### src/rtl/bp_cfg_link_loader.sv
// Byte-link to cfg-bus bridge: deserializes write/read commands from the link, issues one
// cfg transaction at a time and serializes the response back on the same link.
module bp_cfg_link_loader #(
  parameter int link_width_p     = 8,
  parameter int cfg_addr_width_p = 16,
  parameter int cfg_data_width_p = 64
) (
  input  logic                        clk_i,
  input  logic                        reset_n_i,
  input  logic [link_width_p-1:0]     link_data_i,
  input  logic                        link_v_i,
  output logic                        link_ready_o,
  output logic [link_width_p-1:0]     link_data_o,
  output logic                        link_v_o,
  input  logic                        link_ready_i,
  output logic                        cfg_v_o,
  output logic                        cfg_w_o,
  output logic [cfg_addr_width_p-1:0] cfg_addr_o,
  output logic [cfg_data_width_p-1:0] cfg_data_o,
  input  logic                        cfg_ready_i,
  input  logic [cfg_data_width_p-1:0] cfg_rdata_i,
  input  logic                        cfg_rdata_v_i,
  output logic                        err_o
);

  // state | meaning
  // IDLE  | waiting for an opcode flit
  // ADDR  | collecting address flits, LSB first
  // DATA  | collecting write data flits, LSB first
  // ISSUE | cfg request presented until cfg_ready_i
  // RWAIT | read accepted, waiting for cfg_rdata_v_i
  // RESP  | streaming response flits back on the link

  localparam int addr_flits_lp = cfg_addr_width_p / link_width_p;
  localparam int data_flits_lp = cfg_data_width_p / link_width_p;
  localparam int max_flits_lp  = (addr_flits_lp > data_flits_lp) ? addr_flits_lp : data_flits_lp;
  localparam int cnt_width_lp  = $clog2(max_flits_lp + 1);

  localparam logic [cnt_width_lp-1:0] addr_last_lp = cnt_width_lp'(addr_flits_lp - 1);
  localparam logic [cnt_width_lp-1:0] data_last_lp = cnt_width_lp'(data_flits_lp - 1);
  localparam logic [link_width_p-1:0] op_write_lp  = link_width_p'(8'h01);
  localparam logic [link_width_p-1:0] op_read_lp   = link_width_p'(8'h02);

  if ((cfg_addr_width_p % link_width_p) != 0) begin : g_bad_addr_width
    $error("cfg_addr_width_p must be an integer multiple of link_width_p");
  end
  if ((cfg_data_width_p % link_width_p) != 0) begin : g_bad_data_width
    $error("cfg_data_width_p must be an integer multiple of link_width_p");
  end

  typedef enum logic [2:0] {
    ST_IDLE,
    ST_ADDR,
    ST_DATA,
    ST_ISSUE,
    ST_RWAIT,
    ST_RESP
  } state_e;

  state_e                      r_state;
  state_e                      w_state_nxt;
  logic [cnt_width_lp-1:0]     r_cnt;
  logic                        w_cnt_inc;
  logic                        r_is_write;
  logic [cfg_addr_width_p-1:0] r_addr;
  logic [cfg_data_width_p-1:0] r_data;
  logic [cfg_data_width_p-1:0] r_rdata;
  logic                        r_err;
  logic                        w_opc_legal;
  logic [cnt_width_lp-1:0]     w_resp_last;

  assign w_opc_legal = (link_data_i == op_write_lp) || (link_data_i == op_read_lp);
  assign w_resp_last = r_is_write ? '0 : data_last_lp;

  assign cfg_w_o    = r_is_write;
  assign cfg_addr_o = r_addr;
  assign cfg_data_o = r_data;
  assign err_o      = r_err;

  always_ff @(posedge clk_i or negedge reset_n_i) begin
    if (!reset_n_i) begin
      r_state <= ST_IDLE;
    end else begin
      r_state <= w_state_nxt;
    end
  end

  // link_ready_o depends on state only, so there is no combinational path from link_v_i.
  always_comb begin
    w_state_nxt  = r_state;
    link_ready_o = 1'b0;
    link_v_o     = 1'b0;
    cfg_v_o      = 1'b0;
    w_cnt_inc    = 1'b0;
    case (r_state)
      ST_IDLE: begin
        link_ready_o = 1'b1;
        if (link_v_i && w_opc_legal) begin
          w_state_nxt = ST_ADDR;
        end
      end
      ST_ADDR: begin
        link_ready_o = 1'b1;
        if (link_v_i) begin
          w_cnt_inc = 1'b1;
          if (r_cnt == addr_last_lp) begin
            w_state_nxt = r_is_write ? ST_DATA : ST_ISSUE;
          end
        end
      end
      ST_DATA: begin
        link_ready_o = 1'b1;
        if (link_v_i) begin
          w_cnt_inc = 1'b1;
          if (r_cnt == data_last_lp) begin
            w_state_nxt = ST_ISSUE;
          end
        end
      end
      ST_ISSUE: begin
        cfg_v_o = 1'b1;
        if (cfg_ready_i) begin
          w_state_nxt = r_is_write ? ST_RESP : ST_RWAIT;
        end
      end
      ST_RWAIT: begin
        if (cfg_rdata_v_i) begin
          w_state_nxt = ST_RESP;
        end
      end
      ST_RESP: begin
        link_v_o = 1'b1;
        if (link_ready_i) begin
          w_cnt_inc = 1'b1;
          if (r_cnt == w_resp_last) begin
            w_state_nxt = ST_IDLE;
          end
        end
      end
      default: w_state_nxt = ST_IDLE;
    endcase
  end

  always_comb begin
    link_data_o = '0;
    if (r_state == ST_RESP) begin
      for (int i = 0; i < data_flits_lp; i++) begin
        if (r_cnt == cnt_width_lp'(i)) begin
          link_data_o = r_rdata[i*link_width_p +: link_width_p];
        end
      end
    end
  end

  always_ff @(posedge clk_i or negedge reset_n_i) begin
    if (!reset_n_i) begin
      r_cnt      <= '0;
      r_is_write <= 1'b0;
      r_addr     <= '0;
      r_data     <= '0;
      r_rdata    <= '0;
      r_err      <= 1'b0;
    end else begin
      r_err <= (r_state == ST_IDLE) && link_v_i && !w_opc_legal;

      if (w_state_nxt != r_state) begin
        r_cnt <= '0;
      end else if (w_cnt_inc) begin
        r_cnt <= r_cnt + cnt_width_lp'(1);
      end

      if ((r_state == ST_IDLE) && link_v_i && w_opc_legal) begin
        r_is_write <= (link_data_i == op_write_lp);
      end

      if ((r_state == ST_ADDR) && link_v_i) begin
        for (int i = 0; i < addr_flits_lp; i++) begin
          if (r_cnt == cnt_width_lp'(i)) begin
            r_addr[i*link_width_p +: link_width_p] <= link_data_i;
          end
        end
      end

      if ((r_state == ST_DATA) && link_v_i) begin
        for (int i = 0; i < data_flits_lp; i++) begin
          if (r_cnt == cnt_width_lp'(i)) begin
            r_data[i*link_width_p +: link_width_p] <= link_data_i;
          end
        end
      end

      // The write acknowledge reuses the response shifter as a single-flit payload.
      if ((r_state == ST_ISSUE) && cfg_ready_i && r_is_write) begin
        r_rdata <= cfg_data_width_p'(op_write_lp);
      end
      if ((r_state == ST_RWAIT) && cfg_rdata_v_i) begin
        r_rdata <= cfg_rdata_i;
      end
    end
  end

endmodule

### config.mk
export PLATFORM = sky130hd
export DESIGN_NAME = bp_cfg_link_loader
export DESIGN_NICKNAME = d
export VERILOG_FILES = /design/src/rtl/bp_cfg_link_loader.sv
export SDC_FILE = /design/constraint.sdc
export NUM_CORES = 1
export LEC_CHECK = 0
export ABC_CLOCK_PERIOD_IN_PS = 2000
export CAP_MARGIN = 20
export CORE_ASPECT_RATIO = 0.6
export CORE_MARGIN = 5
export CORE_UTILIZATION = 49
export CTS_CLUSTER_SIZE = 16
export DETAILED_ROUTE_END_ITERATION = 16
export DONT_BUFFER_PORTS = 1
export GPL_TIMING_DRIVEN = 0
export SLEW_MARGIN = 5
export SYNTH_ARGS = -nofsm -noshare
export SYNTH_HDL_FRONTEND = slang
export SYNTH_SLANG_ARGS = --single-unit
### constraint.sdc
create_clock -name clk_i -period 2 [get_ports clk_i]
set_input_delay 0.2 -clock clk_i [delete_from_list [all_inputs] [get_ports clk_i]]
set_output_delay 0.2 -clock clk_i [all_outputs]
set_load 0.03 [all_outputs]
# Word level (Yosys, flattened, before mapping)
# Cells that the tools add are included.
[classes] n_mux=32 n_eq_ne=16 addsub=1 reduce_logical=27
[op_table] operator="two-way mux 64 bit" n=2
[op_table] operator="two-way mux 8 bit" n=9
[op_table] operator="two-way mux 3 bit" n=10
[op_table] operator="AND reduction 2 bit" n=10
[op_table] operator="case mux 3 bit (6 select lines)" n=1
[op_table] operator="equality test 4 x 3 -> 1 bit (second input constant)" n=4
[op_table] operator="logical AND 1 bit" n=9
[op_table] operator="equality test 4 x 2 -> 1 bit (second input constant)" n=2
[op_table] operator="equality test 8 x 1 -> 1 bit (second input constant)" n=1
[op_table] operator="equality test 8 x 2 -> 1 bit (second input constant)" n=1
[op_table] operator="two-way mux 4 bit" n=2
[op_table] operator="two-way mux 1 bit" n=7
[op_table] operator="equality test 3 x 2 -> 1 bit (second input constant)" n=2
[op_table] operator="equality test 3 bit (second input constant)" n=2
[op_table] operator="adder 4 x 1 -> 4 bit (second input constant)" n=1
[op_table] operator="equality test 4 x 1 -> 1 bit (second input constant)" n=1
[op_table] operator="equality test 4 x 3 -> 1 bit" n=1
[op_table] operator="logical NOT 4 bit" n=1
[op_table] operator="nonzero test 2 bit" n=2
[op_table] operator="equality test 3 x 1 -> 1 bit (second input constant)" n=1
[op_table] operator="logical NOT 3 bit" n=1
[op_table] operator="inequality test 3 bit" n=1
[op_table] operator="OR reduction 3 bit" n=1
[op_table] operator="case mux 1 bit (2 select lines)" n=1
[op_table] operator="3 further kinds" n=3
[totals] inputBits=78 wordCells=91 reg_bits=153 output_inout_bits=93

# Longest topological paths before layout
[depth] ltp_word=10 ltp_mapped=8 depth_no_buf=6

# Worst setup path after synthesis
# No wires, ideal clock.
[synth_path] kind="register to output" start="reg r_cnt[0]" end="out link_data_o[0]" path_stages_with_launch=9 n_path_buf=2 required_ns=1.800 arrival_ns=2.146 setup_slack_ns=-0.346 cell_sequence="dfrtp_1 inv_1 ha_1 buf_2 or4_1 buf_2 a21oi_1 o22ai_1 a31oi_1"
[synth_via] elab_chain_len=10 word_cells_on_any_way=17
[synth_rtl] item="start: declaration" line="62" text="logic [cnt_width_lp-1:0] r_cnt;"
[synth_rtl] item="start signal: assignment" line="169" text="r_cnt <= r_cnt + cnt_width_lp'(1);"
[synth_rtl] item="logical NOT 4 bit" line="148" text="if (r_cnt == cnt_width_lp'(i)) begin"
[synth_rtl] item="two-way mux 8 bit (7 in series)" line="148"
[synth_rtl] item="two-way mux 8 bit (*)" line="148"
[synth_rtl] item="two-way mux 8 bit (*)" line="146" text="if (r_state == ST_RESP) begin"
[synth_rtl] item="end: declaration" line="13" text="output logic [link_width_p-1:0] link_data_o,"
# Every way passes the cells marked *; elsewhere a longest branch is shown, timed or not.

# Final worst setup path
[layout_path] start="reg r_cnt[1]" end="out link_data_o[2]"
# Same word-level chain as after synthesis.

==> impl_metrics.py <==
metrics = {
    "status": {
        "status": "finished, violations left",
        "failed_checks": "hold timing, setup timing",
    },
    "timing": {
        "setup_ws_ns": -0.643,
        "tns_ns": -4.93,
        "maxSlewViolCount": 0,
        "post-route-period-util_pct": 132,
        "fin_skew_ns": 0.00654,
        "hold_viol_final": 153,
        "tightestPinTransition_ns": 0.805,
        "hold_ws_ns": -0.526,
        "maxSlewHeadroom_pct": 46.3,
        "rsz0062_at_grt": "true",
        "report.final.setup_viol": 8,
        "finalCriticalPeriod_ns": 2.64,
        "fmax_mhz": 378,
    },
    "routing": {
        "drt-vias-per-instance": 5.91,
        "routedWlPerCell_um": 23.8,
        "vias": 4921,
        "route.detailed.drc": 0,
        "wirelength_mm": 19.9,
        "dr.first_iter.drc_count": 444,
        "drtPass1Iterations": 5,
        "final_antenna_net_count": 0,
    },
    "power": {
        "leakage_nw": 4.02,
        "peakVddDrop_v": 0.000699,
        "p_per_area_nw_per_um2": 1570,
    },
    "yosys": {
        "netlist_area_um2": 6850,
        "synth_cells": 537,
        "ys_warn_count": 0,
        "synth-edff-count": 0,
        "ys_ff_latch": 153,
        "synth.distinct_cells": 54,
        "synth.avg_cell_area_um2": 12.8,
        "synth_fp_nets": 619,
        "async_flop_share_pct": 100,
        "ys.flop_type": "dfrtp_1",
        "synth_seq_area_share_pct": 55.9,
    },
    "grt": {
        "met3_usage_pct": 7.69,
        "overflow": 0,
        "top_usage_layer": "met1",
        "grt_pass1_vias": 5127,
        "grtUsageMet2_pct": 33.7,
        "grt_max_degree": 154,
        "grt_use_total_pct": 23.8,
        "use_met1_pct": 35.3,
        "grt_pass1_wl_mm": 29.9,
        "antenna_found_initial": 0,
    },
    "cells_and_area": {
        "drive_gt1_share_pct": 31.1,
        "final_cell_mix": "dfrtp_1, dlygate4sd3_1, a22o_1, mux2_2, nand2_1",
        "num-fill-cells": 990,
        "final_common_cell": "dfrtp_1",
        "utilization_pct": 65.0,
        "instances_no_fill": 833,
        "area_delta_synth_final_pct": 29.7,
        "fin_area_um2": 8880,
        "nNetsFinal": 710,
    },
    "placement": {
        "placed_area_um2": 7310,
        "gp_congestion": 0.890,
        "port_buffers": 0,
        "dp.cells": 729,
        "dp_hpwl_mm": 13.6,
    },
    "setup_path": {
        "cp-endpoint": "link_data_o[2]",
        "crit_path_start": "r_cnt[1]",
        "worstReg2RegStart": "r_cnt[1]",
        "cp-end-kind": "output port",
        "r2r_setup_slack_ns": 0.02,
        "startpoint_type": "register",
        "crit_fanout": 8,
        "crit_slowest_cell": "or4_4",
        "critPathMaxStageDelay_ns": 0.50,
        "reg2regPathDepth": 5,
        "crit_type": "reg -> out",
        "path_cells": "ha_4, or4_4, buf_12, a21oi_4, o22ai_4, a31oi_4",
        "critical_path_arrival_ns": 2.44,
        "cp.required_ns": 1.80,
        "rr_endpoint": "r_cnt[0]",
    },
    "die": {
        "die-area_um2": 16500,
        "start_util_pct": 50.1,
        "die-height_um": 102,
        "die_w_um": 163,
        "io_pins": 171,
        "num_rows": 33,
        "core_area_um2": 13700,
    },
    "clock_network": {
        "cts_sinks": 153,
        "clk_pin_slew_ns": 0.07,
        "cts_tree": "done",
        "clk-insertion-delay-late_ns": 0.41,
        "h-tree-depth": 4,
        "clockBufferDepth": 2,
        "cts_root_buf": "clkbuf_16",
        "cts_buffers": 17,
        "cts_hold_buf": 68,
    },
    "min_path": {
        "hp-class": "in -> async",
    },
    "run": {
        "drv_cap": 0,
    },
}
logic make-up after synthesis:
logic type	count (synthesis)	synth area share [%]
AOI/OAI and AO/OA	144	15.2
xor gates and xnor gates	3	0.384
adders and majority gates	4	0.731
buffers and inverters	60	4.09
DFF	153	55.9
muxes	79	14.7
and+or+nand+nor	94	8.99
cells in the mapped netlist, types with 3 or more instances:
library cell	count	area [µm²]
ha_1	4	50.1
a211oi_1	3	22.5
a21oi_1	29	145
buf_6	3	33.8
mux2_4	32	480
and2_1	3	18.8
nand3_1	5	25.0
buf_2	11	55.1
a31oi_1	9	56.3
nor3_1	3	15.0
a221oi_1	8	70.1
clkbuf_1	21	78.8
o22ai_1	8	50.1
nand2_1	38	143
dfrtp_1	153	3830
a22o_1	55	482
buf_4	5	37.5
nand3b_1	17	128
o21ai_0	21	105
inv_1	17	63.8
nand4b_1	3	26.3
nand2_8	4	80.1
buf_1	3	11.3
mux2_2	46	518
how the worst min path moves through the flow:
stage                     startpoint       endpoint  slack [ns]
final                      reset_n_i     r_rdata[2]       -0.53
after global routing       reset_n_i     r_rdata[2]       -0.54
after CTS                  reset_n_i     r_rdata[2]       -0.54
after detailed placement   reset_n_i     r_rdata[2]       -0.09
after global placement     reset_n_i     r_rdata[1]       -0.09
after floorplan            reset_n_i  cfg_addr_o[0]        -0.1
where the power goes:
| part | internal, W | leakage [nW] | switching [W] | total [W] |
|---|---|---|---|---|
| logic | 0.00235 | 1.74 | 0.00277 | 0.00512 |
| clock network | 0.00187 | 0.281 | 0.00138 | 0.00325 |
| registers | 0.00412 | 2.00 | 0.00147 | 0.00559 |
through the flow:
step | total power, W | setup slack [ns]
5_1_grt | 0.0146 | -0.698
4_1_cts | 0.0136 | -0.644
2_1_floorplan | 0.00865 | -0.0253
6_report | 0.0140 | -0.643
3_3_place_gp | 0.00963 | -0.414
3_5_place_dp | 0.00976 | -0.416
repair_timing:
| action | 4_1_cts | 5_1_grt |
|---|---|---|
| endpoints found under the hold margin | 220 | 153 |
| setup buffers | 4 | 1 |
| endpoints found under the setup margin | 86 | 75 |
| gates resized for setup | 33 | 29 |
| gates cloned | 0 | 0 |
| pin swaps | 10 | 16 |
metal layers:
metal	up-vias	wire [µm]
li1	2160	-
met1	2505	9240
met2	231	8410
met3	25	1980
met4	0	234
met5	-	0
sequential cells by signal, summed over array words and instances, names as in the netlist:
register	flops
cfg_data_o	64
err_o	1
r_cnt	4
r_state	3
cfg_w_o	1
cfg_addr_o	16
r_rdata	64
cell type report:
| type | instances | area [µm²] | share of cell area, % |
|---|---|---|---|
| diodes | 1 | 2.50 | 0.0282 |
| flip-flops and latches | 153 | 3830 | 43.1 |
| clock inverters | 14 | 163 | 1.83 |
| multi-input cells | 324 | 3160 | 35.6 |
| repair buffers | 73 | 718 | 8.09 |
| inverters | 17 | 66.3 | 0.747 |
| clock buffers | 17 | 425 | 4.79 |
| well taps | 192 | 240 | 2.70 |
| plain buffers | 42 | 272 | 3.06 |
critical path: cells and delay by family (launching register included):
family	cells	cell delay [ns]
compound gates	3	0.67
fa+ha+maj	1	0.19
buf+inv	1	0.17
flops	1	0.48
simple gates	1	0.50
Power figures use the tool's default switching activity.
